==> config.mk <==
export PLATFORM = sky130hd
export DESIGN_NAME = pc_jump_ctrl
export DESIGN_NICKNAME = d
export VERILOG_FILES = /design/src/rtl/pc_jump_ctrl.sv
export SDC_FILE = /design/constraint.sdc
export NUM_CORES = 1
export LEC_CHECK = 0
export ABC_AREA = 1
export CAP_MARGIN = 30
export CORE_UTILIZATION = 41
export DETAILED_ROUTE_END_ITERATION = 10
export PLACE_DENSITY = 0.81
export SYNTH_ARGS = -nofsm -noshare
export SYNTH_HDL_FRONTEND = slang
export SYNTH_SLANG_ARGS = --single-unit
==> constraint.sdc <==
create_clock -name clk -period 2.77 [get_ports clk]
set_clock_uncertainty 0.15 [all_clocks]
set_input_delay 0.831 -clock clk [delete_from_list [all_inputs] [get_ports clk]]
set_output_delay 0.831 -clock clk [all_outputs]
set_load 0.01 [all_outputs]
==> src/rtl/pc_jump_ctrl.sv <==
// Next-PC sequencer for the fetch stage: owns the PC, drives the PC+4 / redirect mux, and flushes wrong-path fetches.
// Optional misaligned-target trap is enabled by defining PCJ_MISALIGN_TRAP_EN.
`timescale 1ns/1ps
module pc_jump_ctrl #(
  parameter logic [31:0] RESET_PC     = 32'h0000_0000,
  parameter int unsigned FLUSH_CYCLES = 2,
  parameter logic [31:0] TRAP_VEC     = 32'h0000_0100
) (
  input  logic        clk,
  input  logic        rst_n,
  input  logic        stall_i,
  input  logic        jump_req_i,
  input  logic [31:0] jump_target_i,
  input  logic        branch_taken_i,
  input  logic [31:0] branch_target_i,
  output logic [31:0] pc_o,
  output logic [31:0] pc_plus4_o,
  output logic [31:0] jump_addr_o,
  output logic        sel_o,
  output logic        flush_o,
  output logic        fetch_valid_o,
  output logic        trap_o
);

  typedef enum logic [1:0] {
    BOOT  = 2'd0,
    RUN   = 2'd1,
    STALL = 2'd2,
    FLUSH = 2'd3
  } state_t;

  localparam logic [3:0] FLUSH_LOAD = 4'(FLUSH_CYCLES);
  localparam bit PARAMS_OK = (FLUSH_CYCLES >= 1) && (FLUSH_CYCLES <= 15) &&
                             (TRAP_VEC[1:0] == 2'b00);

  state_t      state, state_next;
  logic [31:0] pc, pc_next;
  logic [3:0]  flush_cnt, flush_cnt_next;
  logic [31:0] raw_target;
  logic [31:0] eff_target;
  logic        redirect;

  // Jump wins over branch; requests only count when the PC is on the correct path.
  assign raw_target = jump_req_i ? jump_target_i : branch_target_i;
  assign redirect   = ((state == RUN) || (state == STALL)) && (jump_req_i || branch_taken_i);

`ifdef PCJ_MISALIGN_TRAP_EN
  logic misaligned;
  assign misaligned = |raw_target[1:0];
  assign eff_target = misaligned ? TRAP_VEC : raw_target;
`else
  assign eff_target = raw_target & ~32'h0000_0003;
`endif

  assign pc_plus4_o = pc + 32'd4;
  assign pc_o       = pc;

  // NOTE: sequential state uses non-blocking assignments so every register samples pre-edge values.
  always_ff @(posedge clk or negedge rst_n) begin
    if (!rst_n) state <= BOOT;
    else        state <= state_next;
  end

  always_ff @(posedge clk or negedge rst_n) begin
    if (!rst_n) begin
      pc        <= RESET_PC;
      flush_cnt <= '0;
    end else begin
      pc        <= pc_next;
      flush_cnt <= flush_cnt_next;
    end
  end

  // NOTE: every combinational output gets a default first so no path can infer a latch.
  always_comb begin
    state_next     = state;
    pc_next        = pc;
    flush_cnt_next = flush_cnt;
    case (state)
      BOOT: state_next = RUN;
      RUN, STALL: begin
        if (redirect) begin
          pc_next        = eff_target;
          flush_cnt_next = FLUSH_LOAD;
          state_next     = FLUSH;
        end else if (stall_i) begin
          state_next = STALL;
        end else if (state == RUN) begin
          pc_next = pc_plus4_o;
        end else begin
          // Leaving STALL costs one cycle with the PC still held.
          state_next = RUN;
        end
      end
      FLUSH: begin
        if (!stall_i) begin
          pc_next        = pc_plus4_o;
          flush_cnt_next = flush_cnt - 4'd1;
          if (flush_cnt <= 4'd1) state_next = RUN;
        end
      end
      default: state_next = BOOT;
    endcase
  end

  always_comb begin
    sel_o         = redirect;
    jump_addr_o   = redirect ? eff_target : 32'h0;
    flush_o       = (state == FLUSH);
    fetch_valid_o = (state == RUN) && !stall_i;
    trap_o        = 1'b0;
`ifdef PCJ_MISALIGN_TRAP_EN
    trap_o        = redirect && misaligned;
`endif
  end

  a_params_ok: assert property (@(posedge clk) PARAMS_OK);
  a_target_aligned: assert property (@(posedge clk) disable iff (!rst_n)
    sel_o |-> (jump_addr_o[1:0] == 2'b00));

endmodule

==> results.md <==
Die:
- The floorplan has 32 rows.
- The chip height is 92.82 µm.
- 169 I/O pins were placed.
- The initial utilization of the core area, before any placement, comes to 43.10%.
- The floorplan step set the die width to 92.82 µm.
- The placeable core area is 7848 µm².
- The die covers 8616 µm².

Final layout:
- Leaving out fill and tap cells, the most frequent cells in the layout are nand2_1, buf_4, nor2_1.
- Leaving out fill and tap cells, the most frequent cell in the layout is nand2_1.
- The signed area change from the synthesized netlist to the final layout is 99.45%.
- Once layout is complete, the cells apart from fillers number 977.
- The share of post-route cells with drive strength above 1 is 39.09%.
- The multi-input logic area is 2455 µm².
- The sequential cell area in the final layout is 904.6 µm².
- The final layout contains 949 nets.
- Fill cells in the final layout number 404.
- The number of antenna diodes is 0.

Placed design:
- The number of placed instances, taps included is 895.
- The count of buffers inserted at the top-level ports is 157.
- The wire-length estimate of the detail-placed layout is 9696 µm.
- Routability-driven placement finished with a final weighted congestion of 0.8763.
- The worst setup timing slack at the placement stage is -0.6434 ns.

Timing:
- Adding up every negative setup slack in the final design gives -0.4874 ns.
- The number of hold violations in the final report was 0.
- The achievable clock frequency is 352.2 MHz.
- Setup repair after global routing could not meet its margin everywhere.
- The setup slack of the critical path after layout is -0.06911 ns.
- The final count of pins violating max slew is 0.
- The final critical path time including I/O delays and setup is 2.839 ns.
- Setup violations remaining at the end of the flow were counted as 16.
- Headroom to the max-slew limit came out at 43.29%.
- The worst-margin pin slew is 0.8506 ns.
- After layout, the worst path uses 102.5% of the clock period.

Yosys:
- The Yosys warning count is 0.
- The post-synthesis compound-gate area fraction is 11.02%.
- The register bit count reported by yosys is 36.
- The synthesized-area fraction occupied by and/or/nand/nor cells is 39.59%.
- The count of flip-flops with a built-in enable after synthesis is 0.
- The synthesized instance count is 566.
- The distinct cell type count after synthesis is 33.
- The adder-cell share of the synthesized area is 2.220%.
- The area of the mapped netlist is 3382 µm².
- After synthesis, the largest family of logic cells by area is simple AND/OR/NAND/NOR gates.
- The average footprint of a synthesized cell is 5.975 µm².
- After synthesis, flip-flops and latches occupy 26.64% of the total area.
- The proportion of synthesized area in mux cells is 1.924%.
- The share of synthesized registers carrying an async set or reset is 100.0%.
- The flip-flop cell with the highest count after synthesis is dfrtp_1.
- Summing the areas of all xor and xnor instances in the mapped netlist gives 5.031% of the synthesized area.

Pwr:
- The share of total power dissipated in the clock network is 5.0%.
- The portion of total power attributed to sequential cells is 13.3%.
- The post-route total power is 8.267 mW.
- The power per cell area is 1226 nW/µm².
- VDD sags by at most 0.0008308 V.
- The power spent charging and discharging nets is 4.026 mW.
- The internal power of the cells totals 4.241 mW.
- The leakage power summed over all cells is 3.674 nW.
- The switching portion of total power is 48.70%.
- Combinational cells account for 81.7% of the total power.

Worst setup path:
- The critical path depth in cells is 11.
- The worst-case reg-to-reg path depth is 17.
- The setup path with the least slack is of type flop to output pin.
- The critical path required time is 1.79 ns.
- The critical path goes through buf_6 -> inv_2 -> nor2_4 -> nand2_4 -> buf_12 -> nor2_4 -> buf_4 -> nand2_1 -> nand2_2 -> nand2_2 -> buf_6.
- At the worst endpoint, the arrival time is 1.86 ns.
- On the worst path, the slowest cell contributes a delay of 0.38 ns.
- In this run the critical register-to-register path is launched from state[1]$_DFFE_PN0P_.
- The reg-to-reg setup timing slack is 0.01 ns.
- The startpoint type of the worst setup path is a flop.
- The capture point of the worst reg-to-reg path is pc_o[10]$_DFFE_PN0P_.
- The kind of cell adding the most delay to the critical path is simple AND/OR/NAND/NOR gates.
- The worst-path maximum fanout is 4.
- The type of destination of the critical path is an output pin.
- The critical path contains buffers and inverters numbering 5 combined.
- The slowest stage of the critical path belongs to the cell dfrtp_1.

CTS:
- At the later pin of the worst-skew pair, clock insertion delay measures 0.31 ns.
- The CTS clock-pin slew for the worst setup and hold paths is 0.09 ns.
- The clock drives 36 sinks.
- Hold repair after CTS inserted 0 buffers.
- The H-tree was split into 2 levels.
- The TritonCTS clock tree is yes.
- In this run the clock root is driven by a clkbuf_8.
- In this run the deepest clock path goes through 2 buffers.
- Clock tree synthesis inserted a total of 5 buffers.

Route:
- The final layout contains routed wiring with a total length of 17010 µm.
- For this block, wires on met1 add up to 6062 µm.
- The met3 wirelength from detailed routing is 1435 µm.
- Once detail routing completed, the nets flagged for antenna violations numbered 0.
- Dividing the detail-routed wire length by the instance count gives 17.41 µm.
- The final route contains 5120 vias.
- For this run, design rule violations remaining after detail routing come to 0.
- The routed wire length on met2 is 8623 µm.
- Routed signal wires occupy layers up through met4.
- The detailed router finished its first iteration with 279 violations.
- The first-pass detailed-route iteration total is 5.
- Dividing the detail-routed via count by the number of cells gives 5.241.

Global routing:
- The maximum number of pins on one net before global-route repair is 39.
- The initial antenna violation count was 0.
- The global-route total usage across every layer is 34.75%.
- The first global-routing pass estimated 23260 µm of wire.
- The via count of the first global-routing pass is 4950.
- Global routing finished with a remaining overflow of 0.

Status:
- The final reports fail on negative setup slack.
- The run finished, with violations left.

Hold path:
- The classification of the worst-slack hold path is flop to flop.
- In this run the most critical hold path is launched from flush_cnt[3]$_DFFE_PN0P_.
- The number of cells traversed by the worst hold path is 1.
- The end point of the worst hold path is flush_cnt[3]$_DFFE_PN0P_.

Job:
- Max-cap violations in this run came to 0.
-- logic make-up (layout without fill, tap and decap cells) --
family,after synthesis,after routing
compound gates,72,72
mux,6,6
xor+xnor,16,16
simple gates,322,322
buf+inv,107,410
flops,36,36
fa+ha+maj,6,6
other cells,1,7
-- power by group through the flow --
stage	clock network (mW)	registers (mW)	logic (mW)
after floorplan	0	1.20	2.46
after global placement	0	1.06	5.41
after detailed placement	0	1.07	5.55
after CTS	0.402	1.07	6.04
after global routing	0.430	1.13	7.16
final	0.412	1.10	6.75
-- registers in the layout, indices dropped and copies added (netlist names) --
signal	flops
pc_o	30
flush_cnt	4
state	2
-- metrics by stage --
| step | utilization (%) | cell area, µm² | hold slack (ns) |
|---|---|---|---|
| 6_report | 85.95 | 6745 | 0.3427 |
| 5_1_grt | 85.95 | 6745 | 0.3484 |
| 4_1_cts | 80.64 | 6329 | 0.3271 |
| 3_5_place_dp | 72.64 | 5700 | 0.3174 |
| 3_3_place_gp | 72.64 | 5700 | 0.3174 |
| 2_1_floorplan | - | 3405 | 0.2910 |
-- Yosys cell counts (2+ instances only) --
master	n	area [µm²]
xnor2_1	5	43.79
xor2_2	4	65.06
buf_4	8	60.06
buf_2	13	65.06
ha_1	6	75.07
xor2_1	7	61.31
nand3_1	7	35.03
inv_1	77	289.0
clkbuf_1	6	22.52
a21oi_1	27	135.1
dfrtp_1	36	900.9
o21ai_0	35	175.2
mux2i_1	2	20.02
nand2_1	182	683.2
o21ai_1	5	25.02
nor2_2	6	37.54
nand2_2	4	25.02
nor2_1	102	382.9
mux2_2	4	45.04
nor2_4	6	67.56
nand3b_1	8	60.06
and2_1	3	18.77
a22oi_1	2	15.01
inv_2	2	7.510
-- layer usage --
layer / vias up / GRT usage, %
met5: - / 0
met4: 0 / 15.51
met3: 78 / 8.456
met2: 333 / 64.89
met1: 2392 / 36.43
li1: 2317 / -
-- worst max path at each step --
stage | end | start | slack [ns]
after floorplan | jump_addr_o[3] | jump_req_i | 0.28
after global placement | jump_addr_o[9] | branch_taken_i | -0.61
after detailed placement | jump_addr_o[9] | branch_taken_i | -0.64
after CTS | pc_plus4_o[17] | pc_o[3]$_DFFE_PN0P_ | -0.10
after global routing | pc_plus4_o[22] | pc_o[3]$_DFFE_PN0P_ | -0.15
final | pc_plus4_o[19] | pc_o[2]$_DFFE_PN0P_ | -0.07
-- layout make-up --
| cell class | instances | area share [%] |
|---|---|---|
| flip-flops and latches | 36 | 13.41 |
| multi-input cells | 429 | 36.39 |
| repair buffers | 323 | 42.57 |
| well taps | 102 | 1.892 |
| clock buffers | 8 | 1.336 |
| inverters | 79 | 4.396 |
-- repair_timing --
action	CTS	global route
setup endpoints to repair	60	58
gates resized for setup	252	145
cloned	2	1
buffers inserted	53	21
pin swaps	24	55
(Power assumes the default switching activity.)
